<file path="config.mk">
export PLATFORM = sky130hd
export DESIGN_NAME = noise_gen_mc
export DESIGN_NICKNAME = d
export VERILOG_FILES = /design/src/rtl/noise_gen_pkg.sv /design/src/rtl/noise_lfsr64.sv /design/src/rtl/noise_gen_mc.sv
export SDC_FILE = /design/constraint.sdc
export NUM_CORES = 2
export LEC_CHECK = 0
export ABC_AREA = 1
export CORE_ASPECT_RATIO = 0.8
export CORE_MARGIN = 4
export CORE_UTILIZATION = 55
export CTS_CLUSTER_DIAMETER = 40
export CTS_CLUSTER_SIZE = 12
export DETAILED_ROUTE_END_ITERATION = 10
export PLACE_DENSITY = 0.82
export SYNTH_ARGS = -nofsm -noshare
export SYNTH_HDL_FRONTEND = slang
export SYNTH_SLANG_ARGS = --single-unit
</file>
<file path="constraint.sdc">
create_clock -name clk -period 54.4 [get_ports clk]
set_input_delay 13.6 -clock clk [delete_from_list [all_inputs] [get_ports clk]]
set_output_delay 13.6 -clock clk [all_outputs]
set_load 0.05 [all_outputs]
</file>
<file path="src/rtl/noise_gen_pkg.sv">
// noise_gen_pkg: default LFSR seeds, LFSR tap function and pipeline fill length for noise_gen_mc.
package noise_gen_pkg;
  typedef logic [63:0] lfsr_state_t;
  localparam lfsr_state_t NOISE_SEED_DEFAULT [32] = '{
    64'h9E37_79B9_7F4A_7C15, 64'hBF58_476D_1CE4_E5B9, 64'h94D0_49BB_1331_11EB, 64'h2545_F491_4F6C_DD1D,
    64'hD6E8_FEB8_6659_FD93, 64'hA076_1D64_78BD_642F, 64'hE703_7ED1_A0B4_28DB, 64'h8EBC_6AF0_9C88_C6E3,
    64'h5899_65CC_7537_4CC3, 64'h1D8E_4E27_C47D_124F, 64'hC2B2_AE3D_27D4_EB4F, 64'h1656_67B1_9E37_79F9,
    64'h27D4_EB2F_1656_67C5, 64'h85EB_CA77_C2B2_AE63, 64'h6A09_E667_F3BC_C908, 64'hBB67_AE85_84CA_A73B,
    64'h3C6E_F372_FE94_F82B, 64'hA54F_F53A_5F1D_36F1, 64'h510E_527F_ADE6_82D1, 64'h9B05_688C_2B3E_6C1F,
    64'h1F83_D9AB_FB41_BD6B, 64'h5BE0_CD19_137E_2179, 64'hCBBB_9D5D_C105_9ED8, 64'h629A_292A_367C_D507,
    64'h9159_015A_3070_DD17, 64'h152F_ECD8_F70E_5939, 64'h6733_2667_FFC0_0B31, 64'h8EB4_4A87_6858_1511,
    64'hDB0C_2E0D_64F9_8FA7, 64'h47B5_481D_BEFA_4FA4, 64'h0123_4567_89AB_CDEF, 64'hFEDC_BA98_7654_3211
  };
  function automatic lfsr_state_t lfsr64_step(input lfsr_state_t s);
    return {s[0] ^ s[1] ^ s[3] ^ s[4], s[63:1]};
  endfunction
  function automatic int fill_len(input int n_src);
    return 2 + $clog2(n_src / 2);
  endfunction
endpackage

</file>
<file path="src/rtl/noise_lfsr64.sv">
// noise_lfsr64: single reseedable 64-bit LFSR; a zero seed loads 1 so the register never locks up.
module noise_lfsr64
  import noise_gen_pkg::*;
#(
  parameter int          U_W  = 28,
  parameter lfsr_state_t SEED = 64'd1
) (
  input  logic           clk,
  input  logic           rst,
  input  logic           en_i,
  input  logic           we_i,
  input  logic [63:0]    data_i,
  output logic [U_W-1:0] u_o
);
  lfsr_state_t state_q, state_d;
  always_comb state_d = we_i ? ((|data_i) ? data_i : 64'd1) : en_i ? lfsr64_step(state_q) : state_q;
  always_ff @(posedge clk or posedge rst)
    if (rst) state_q <= SEED;
    else state_q <= state_d;
  assign u_o = state_q[63 -: U_W];
endmodule

</file>
<file path="src/rtl/noise_gen_mc.sv">
// noise_gen_mc: CLT Gaussian, scaled white and random-walk noise from a bank of reseedable LFSRs.
// Defining NOISE_GEN_LEAK_EN turns the walk accumulator into a leaky integrator.
module noise_gen_mc
  import noise_gen_pkg::*;
#(
  parameter int N_SRC   = 8,
  parameter int U_W     = 28,
  parameter int OUT_W   = 32,
  parameter int ACC_W   = 64,
  parameter int WALK_SH = 21,
  parameter int LEAK_SH = 12
) (
  input  logic                       clk,
  input  logic                       rst,
  input  logic                       en_i,
  input  logic [4:0]                 white_sh_i,
  input  logic                       seed_we_i,
  input  logic [$clog2(N_SRC)-1:0]   seed_idx_i,
  input  logic [63:0]                seed_data_i,
  input  logic                       acc_clr_i,
  output logic signed [OUT_W-1:0]    gauss_o,
  output logic signed [OUT_W-1:0]    white_o,
  output logic signed [OUT_W-1:0]    walk_o,
  output logic                       out_valid_o
);
  localparam int H   = N_SRC / 2;
  localparam int G_W = U_W + 1 + $clog2(H);
  localparam int L   = fill_len(N_SRC);
  localparam int CW  = $clog2(L + 1);
`ifdef NOISE_GEN_LEAK_EN
  localparam bit LEAK = 1'b1;
`else
  localparam bit LEAK = 1'b0;
`endif
  logic [U_W-1:0]          u [N_SRC];
  logic signed [G_W-1:0]   node_d [1:2*H-1];
  logic signed [G_W-1:0]   node_q [1:2*H-1];
  logic signed [OUT_W-1:0] g_out, gauss_q, white_q;
  logic signed [ACC_W-1:0] g_acc, acc_sum, acc_d, acc_q;
  logic [CW-1:0]           cnt_d, cnt_q;
  genvar k, i;
  for (k = 0; k < N_SRC; k++) begin : g_src
    noise_lfsr64 #(.U_W(U_W), .SEED(NOISE_SEED_DEFAULT[k])) u_lfsr (
      .clk    (clk),
      .rst    (rst),
      .en_i   (en_i),
      .we_i   (seed_we_i && seed_idx_i == ($clog2(N_SRC))'(k)),
      .data_i (seed_data_i),
      .u_o    (u[k])
    );
  end
  // Heap-ordered tree: leaves H..2H-1 are the difference stage, node 1 is G.
  for (i = 1; i < 2 * H; i++) begin : g_node
    if (i >= H) begin : g_leaf
      assign node_d[i] = G_W'(u[2*(i-H)]) - G_W'(u[2*(i-H)+1]);
    end else begin : g_sum
      assign node_d[i] = node_q[2*i] + node_q[2*i+1];
    end
  end
  always_comb begin
    g_out   = OUT_W'(node_q[1]);
    g_acc   = ACC_W'(node_q[1]);
    acc_sum = acc_q + g_acc - (LEAK ? (acc_q >>> LEAK_SH) : ACC_W'(0));
    // From count L-1 on, the G stage holds data computed after the last reseed.
    acc_d   = acc_clr_i ? ACC_W'(0) : (en_i && cnt_q >= CW'(L - 1)) ? acc_sum : acc_q;
    cnt_d   = seed_we_i ? '0 : (en_i && cnt_q != CW'(L)) ? cnt_q + 1'b1 : cnt_q;
  end
  always_ff @(posedge clk or posedge rst)
    if (rst) begin
      node_q  <= '{default: '0};
      gauss_q <= '0;
      white_q <= '0;
      acc_q   <= '0;
      cnt_q   <= '0;
    end else begin
      if (en_i) begin
        node_q  <= node_d;
        gauss_q <= g_out;
        white_q <= g_out >>> white_sh_i;
      end
      acc_q <= acc_d;
      cnt_q <= cnt_d;
    end
  assign gauss_o     = gauss_q;
  assign white_o     = white_q;
  assign walk_o      = OUT_W'(acc_q >>> WALK_SH);
  assign out_valid_o = cnt_q == CW'(L);
endmodule
</file>
**Word-level counts from Yosys, hierarchy flattened**

Index checks and enable logic that the tools add are counted.

- Bits in read-only memories: 0
- Bits in latches: 0
- Memories: 0
- Flip-flop bits (word level): 859
- Input port bits: 77
- Memory bits (writable): 0

- Shift-type cells: 1
- Magnitude comparators: 1
- Reduce and logical (&&, ||, !) cells: 22
- Bitwise operators: 24
- Multiply operators: 0
- Div/mod/pow operators: 0
- Multiplexer cells: 21
- $add $sub $neg: 9
- Equality and inequality tests: 9

Operators with widths:

| cell | count |
|---|---|
| 64-bit two-way mux | 19 |
| 28-bit by 28-bit subtractor with 29-bit output | 4 |
| 31-bit adder | 3 |
| 64-bit by 31-bit adder with 64-bit output | 1 |
| 64-bit OR reduction | 1 |
| 31-bit by 5-bit >>> shifter with 32-bit output | 1 |
| 1-bit XOR | 24 |
| 2-bit nonzero test | 10 |
| 3-bit equality test, second input constant | 5 |
| 1-bit logical AND | 10 |
| 3-bit by 2-bit equality test with 1-bit output, second input constant | 2 |
| 3-bit two-way mux | 2 |
| 3-bit by 1-bit adder with 3-bit output, second input constant | 1 |
| 3-bit by 1-bit equality test with 1-bit output, second input constant | 1 |
| 3-bit by 2-bit >= comparator with 1-bit output, second input constant | 1 |
| 3-bit logical NOT | 1 |
| 3-bit inequality test, second input constant | 1 |

**Longest topological paths before layout**

- Word-level depth: 5
- Depth in mapped cells: 15
- Mapped depth without buffers: 15

**Hierarchy**

Synthesis repeated with hierarchy kept, for this count alone.

- Cell total of the unflattened synthesis: 8658
- Area, all modules: 59062.9 um^2

Modules (own cells, without submodules):

| module | cells each | area each (um^2) | times used |
|---|---|---|---|
| noise_gen_mc | 5058 | 31147.4 | 1 |
| noise_lfsr64 (g_src[5].u_lfsr ...) | 450 | 3487.1 | 3 |
| noise_lfsr64 (g_src[4].u_lfsr) | 450 | 3495.9 | 1 |
| noise_lfsr64 (g_src[0].u_lfsr) | 450 | 3494.6 | 1 |
| noise_lfsr64 (g_src[1].u_lfsr) | 450 | 3492.1 | 1 |
| noise_lfsr64 (g_src[3].u_lfsr) | 450 | 3488.3 | 1 |
| noise_lfsr64 (g_src[2].u_lfsr) | 450 | 3483.3 | 1 |

**Worst setup path before layout**

OpenSTA, ideal clock, no wires.

- Kind: input-to-reg
- Start point: in white_sh_i[0]
- End point: reg white_q[1], in the netlist white_o[1]
- Setup slack: 39.679 ns
- Cell stages on the path: 11
- Buffers on the path: 2
- Library setup time: 0.118 ns
- Data arrival time: 14.603 ns
- Cell sequence: buf_6 -> buf_4 -> or2_1 -> o21ai_1 -> nand2_1 -> o211ai_1 -> nand3_1 -> o21ai_0 -> nand2_1 -> nand3_1 -> nand2_1

- Longest elaborated chain between the ends: 1

RTL lines:

| item | line | source |
|---|---|---|
| from (decl) | noise_gen_mc.sv:16 | `input logic [4:0] white_sh_i,` |
| 31-bit by 5-bit >>> shifter with 32-bit output | noise_gen_mc.sv:79 | `white_q <= g_out >>> white_sh_i;` |
| to (signal assigned) | noise_gen_mc.sv:79 |  |
| to (decl) | noise_gen_mc.sv:38 | `logic signed [OUT_W-1:0] g_out, gauss_q, white_q;` |

No other way between the ends.
A chain may end at the register's enable or synchronous reset.

==> results.txt <==
The flow ran to the end, and the final reports show no timing, DRC or antenna violations. During synthesis, Yosys emitted a total of 0 warnings. The count of pins on the block boundary is 174, and the overall global routing resource usage is 0.339.

The worst-case IR drop observed on VDD is 0.0000395 V. Summing every instance area after synthesis gives 53900 um^2. On the worst path, the slowest cell contributes a delay of 0.83 ns. For this design, the CTS-stage hold fixing added 0 buffers. The final number of setup-violating endpoints is 0, and the count of placed standard cells in the final layout, fillers left out is 8811. The average cell area after synthesis was 7.29 um^2; the number of antenna violations at the first check in global routing was 4. In the post-synthesis netlist, the cell with the most instances is sky130_fd_sc_hd__nand2_1. The summed area of non-filler cells in the final layout came out at 60300 um^2.

Number of nets produced by synthesis: 7736. The run gives 7396 as the gate count after technology mapping. STA classifies the critical path startpoint as an input port. At the pin with the least slew margin, the transition time is 1.25 ns.

In this run the static leakage power is 28.5 nW. Along the worst path, the maximum fanout reaches 173. The number of levels the H-tree was split into was 3; the clock slew seen by the registers of the worst setup and hold paths was 0.06 ns. The number of pins with negative max-slew slack in the final report was 0. Hold violation total from the final report: 0. Counting every sink on the clock net gives 838.

The sort of element at the end of the critical path is an asynchronous set/reset pin. The die outline height came out at 288 um. The final core utilization came out at 0.622. The vias per cell was 5.92. The setup path with the least slack is of type in -> async. The clock period could shrink to 17.87 ns. For the proportion of synthesized chip area in sequential cells, the log shows 0.395.

The synthesized design contains 838 register bits. The share of synthesized flip-flops with an asynchronous set or reset was 1.00. The area taken by flip-flops and latches is 21300 um^2. The routed wire length was 177 mm; the number of enable-type register cells in the synthesized netlist was 0. In the routed design, unresolved DRC markers number 0. Share of the clock period used by the worst path after layout: 0.328. For this run, the leading register cell type out of synthesis is sky130_fd_sc_hd__dfrtp_1. The die extent in x came out at 358 um. The area fraction of the dominant cell type after synthesis was 0.263; the overall power after layout was 3.37 mW. The residual antenna-violating net count after detailed routing is 0.

Sorting the synthesized cells by area gives the leading types as sky130_fd_sc_hd__dfrtp_1 (26%), sky130_fd_sc_hd__nand2_1 (16%), sky130_fd_sc_hd__dfstp_2 (13%). Including well taps, the total number of placed cells is 8590. Across the run, the number of max-cap violations was 0. The run gives 48500 as the via count of the first global-routing pass. For this run, the post-layout net count is 7747. Together, buffers and inverters on the worst path number 7.

The run gives 0.76 ns as the insertion delay of the later-clocked pin in the worst-skew pair. The tools report the worst hold-check slack as 0.470 ns. The layout cell share with drive strength beyond 1 is 0.0811. Traced cell by cell, the critical path runs through clkdlybuf4s50_1 -> inv_8 -> buf_4 -> buf_4 -> buf_12 -> buf_4 -> buf_4. Summed over all failing endpoints, the final setup total negative slack is 0 ns. Detailed placement finished with a half-perimeter wire length of 128 mm. For the achievable frequency, the log shows 0.0560 GHz.

Setup repair after global routing left no endpoint under its margin. Post-synthesis cell type with the largest combined area: sky130_fd_sc_hd__dfrtp_1. Prior to clock tree synthesis, the placed netlist has a worst setup slack of 35.53 ns. The data required time at the worst endpoint is 55.17 ns. Summing all placed instances gives a cell area of 56200 um^2. The cell occurring most often along the worst timing path is sky130_fd_sc_hd__buf_4. The fill cell total of the finished layout was 8713; the area of the multi-input gates was 27900 um^2.

The commonest cells after synthesis are sky130_fd_sc_hd__nand2_1 (2328), sky130_fd_sc_hd__inv_1 (792), sky130_fd_sc_hd__nand3_1 (762), sky130_fd_sc_hd__dfrtp_1 (567), sky130_fd_sc_hd__nor2_1 (437). The first global-routing pass estimated 277 mm of wire. The root buffer cell chosen for the clock tree is sky130_fd_sc_hd__clkbuf_16.

The worst max-slew margin expressed relative to the limit came out at 0.169. The area growth from synthesis to layout is 11.8%. Placeable core region: 97000 um^2.

The number of cells upsized or downsized after cts was 0; the length of the first detailed-routing pass in iterations was 6. The power density relative to cell area is 55.9 nW/um^2, and the initial core utilization is 0.556. Register-to-register path setup slack: 51.34 ns. The routed length per placed instance was 20.0 um. The count of input and output buffers is 173. Among cell families on the critical path, the largest total delay comes from buffers and inverters.

Total global routing overflow: 0. Entering global routing, the biggest net connects 174 pins. Worst path arrival time: 18.64 ns.

The slowest stage of the critical path belongs to the cell sky130_fd_sc_hd__buf_4. The path class of the tightest hold or removal check is reg -> reg. The via count came out at 52200. Counting along the longest clock path gives a buffer depth of 3. The final critical-path setup slack is 36.53 ns.

In this run, distinct cell masters in the synthesized netlist total 48. TritonCTS built the clock tree. Routability-driven placement finished with a final weighted congestion of 0.981. Counting the buffers created by CTS gives 115. The clock tree skew after final layout is 0.0710 ns. Buffers added to address setup during post-CTS repair amount to 0.

The detailed router finished its first iteration with 5941 violations. The tools report the number of rows in the core area as 102. The floorplan step defined a die boundary enclosing 103000 um^2.
sequential cells by signal (all words and copies together) (netlist names):
name                  flops
node_q                  178
g_acc                    31
g_src.u_lfsr.state_q    512
acc_q                    53
gauss_o                  30
white_o                  31
cnt_q                     3
worst reg2reg max path, stage by stage (launching register included):
cell and delay [ns]:
sky130_fd_sc_hd__dfstp_2 0.53, sky130_fd_sc_hd__inv_1 0.06, sky130_fd_sc_hd__ha_1 0.25, sky130_fd_sc_hd__fa_1 0.43
sky130_fd_sc_hd__inv_1 0.13, sky130_fd_sc_hd__nand2_1 0.09, sky130_fd_sc_hd__o21ai_2 0.22, sky130_fd_sc_hd__inv_1 0.11
sky130_fd_sc_hd__o21ai_0 0.52, sky130_fd_sc_hd__nand3_1 0.18, sky130_fd_sc_hd__nand3_1 0.11, sky130_fd_sc_hd__nand2_1 0.05
sky130_fd_sc_hd__nand3_1 0.17, sky130_fd_sc_hd__nand2_1 0.07
layer usage:
layer	global-route usage	vias to the layer above	routed length, um
met5	0	-	33
met4	0.114	6	6380
met3	0.0816	342	19100
met2	0.487	2406	72600
met1	0.501	24700	78600
li1	-	24700	-
logic make-up (layout without fill, tap and decap cells):
family,count (synthesis),in the layout,synth area share
and+or+nand+nor,3778,3778,0.292
xor gates and xnor gates,85,85,0.0138
buffers and inverters,1183,1297,0.0884
other,0,1,0
DFF,838,838,0.395
adders and majority gates,263,263,0.0621
AOI/OAI and AO/OA,1249,1249,0.149
cells in the final DEF, fill, tap and decap left out, drive strengths merged, types with 101 or more instances in the layout:
cell              n
o211ai          383
inv             825
ha              255
a21oi           285
nand4           101
dfrtp           567
nand2          2330
nor2            459
nand3           764
clkdlybuf4s50   172
o221ai          126
o21ai           330
dfstp           271
clkbuf          152
path summary, 6_finish.rpt:
path / to / start / cells past startpoint
max: g_src[1].u_lfsr.state_q[11] / rst / 7
min: gauss_o[12] / gauss_o[12] / 2
max reg2reg: node_q[115] / g_src[0].u_lfsr.state_q[36] / 13
min reg2reg: gauss_o[12] / gauss_o[12] / 2
max in group clk: g_src[3].u_lfsr.state_q[36] / seed_we_i / 9
min in group asynchronous: white_o[22] / rst / 2
cell type report:
type                       count  area share
multi-input combinational   5375       0.463
sequential                   838       0.353
inverter                     857      0.0538
clock buffer                 152      0.0529
timing repair buffer         220      0.0351
tap                         1300      0.0270
clock inverter                68      0.0152
antenna                        1   0.0000415
power breakdown:
| group | internal, mW | switching [mW] |
|---|---|---|
| Combinational | 0.531 | 1.05 |
| Clock | 0.479 | 0.316 |
| Sequential | 0.827 | 0.165 |
(Power assumes the default switching activity.)
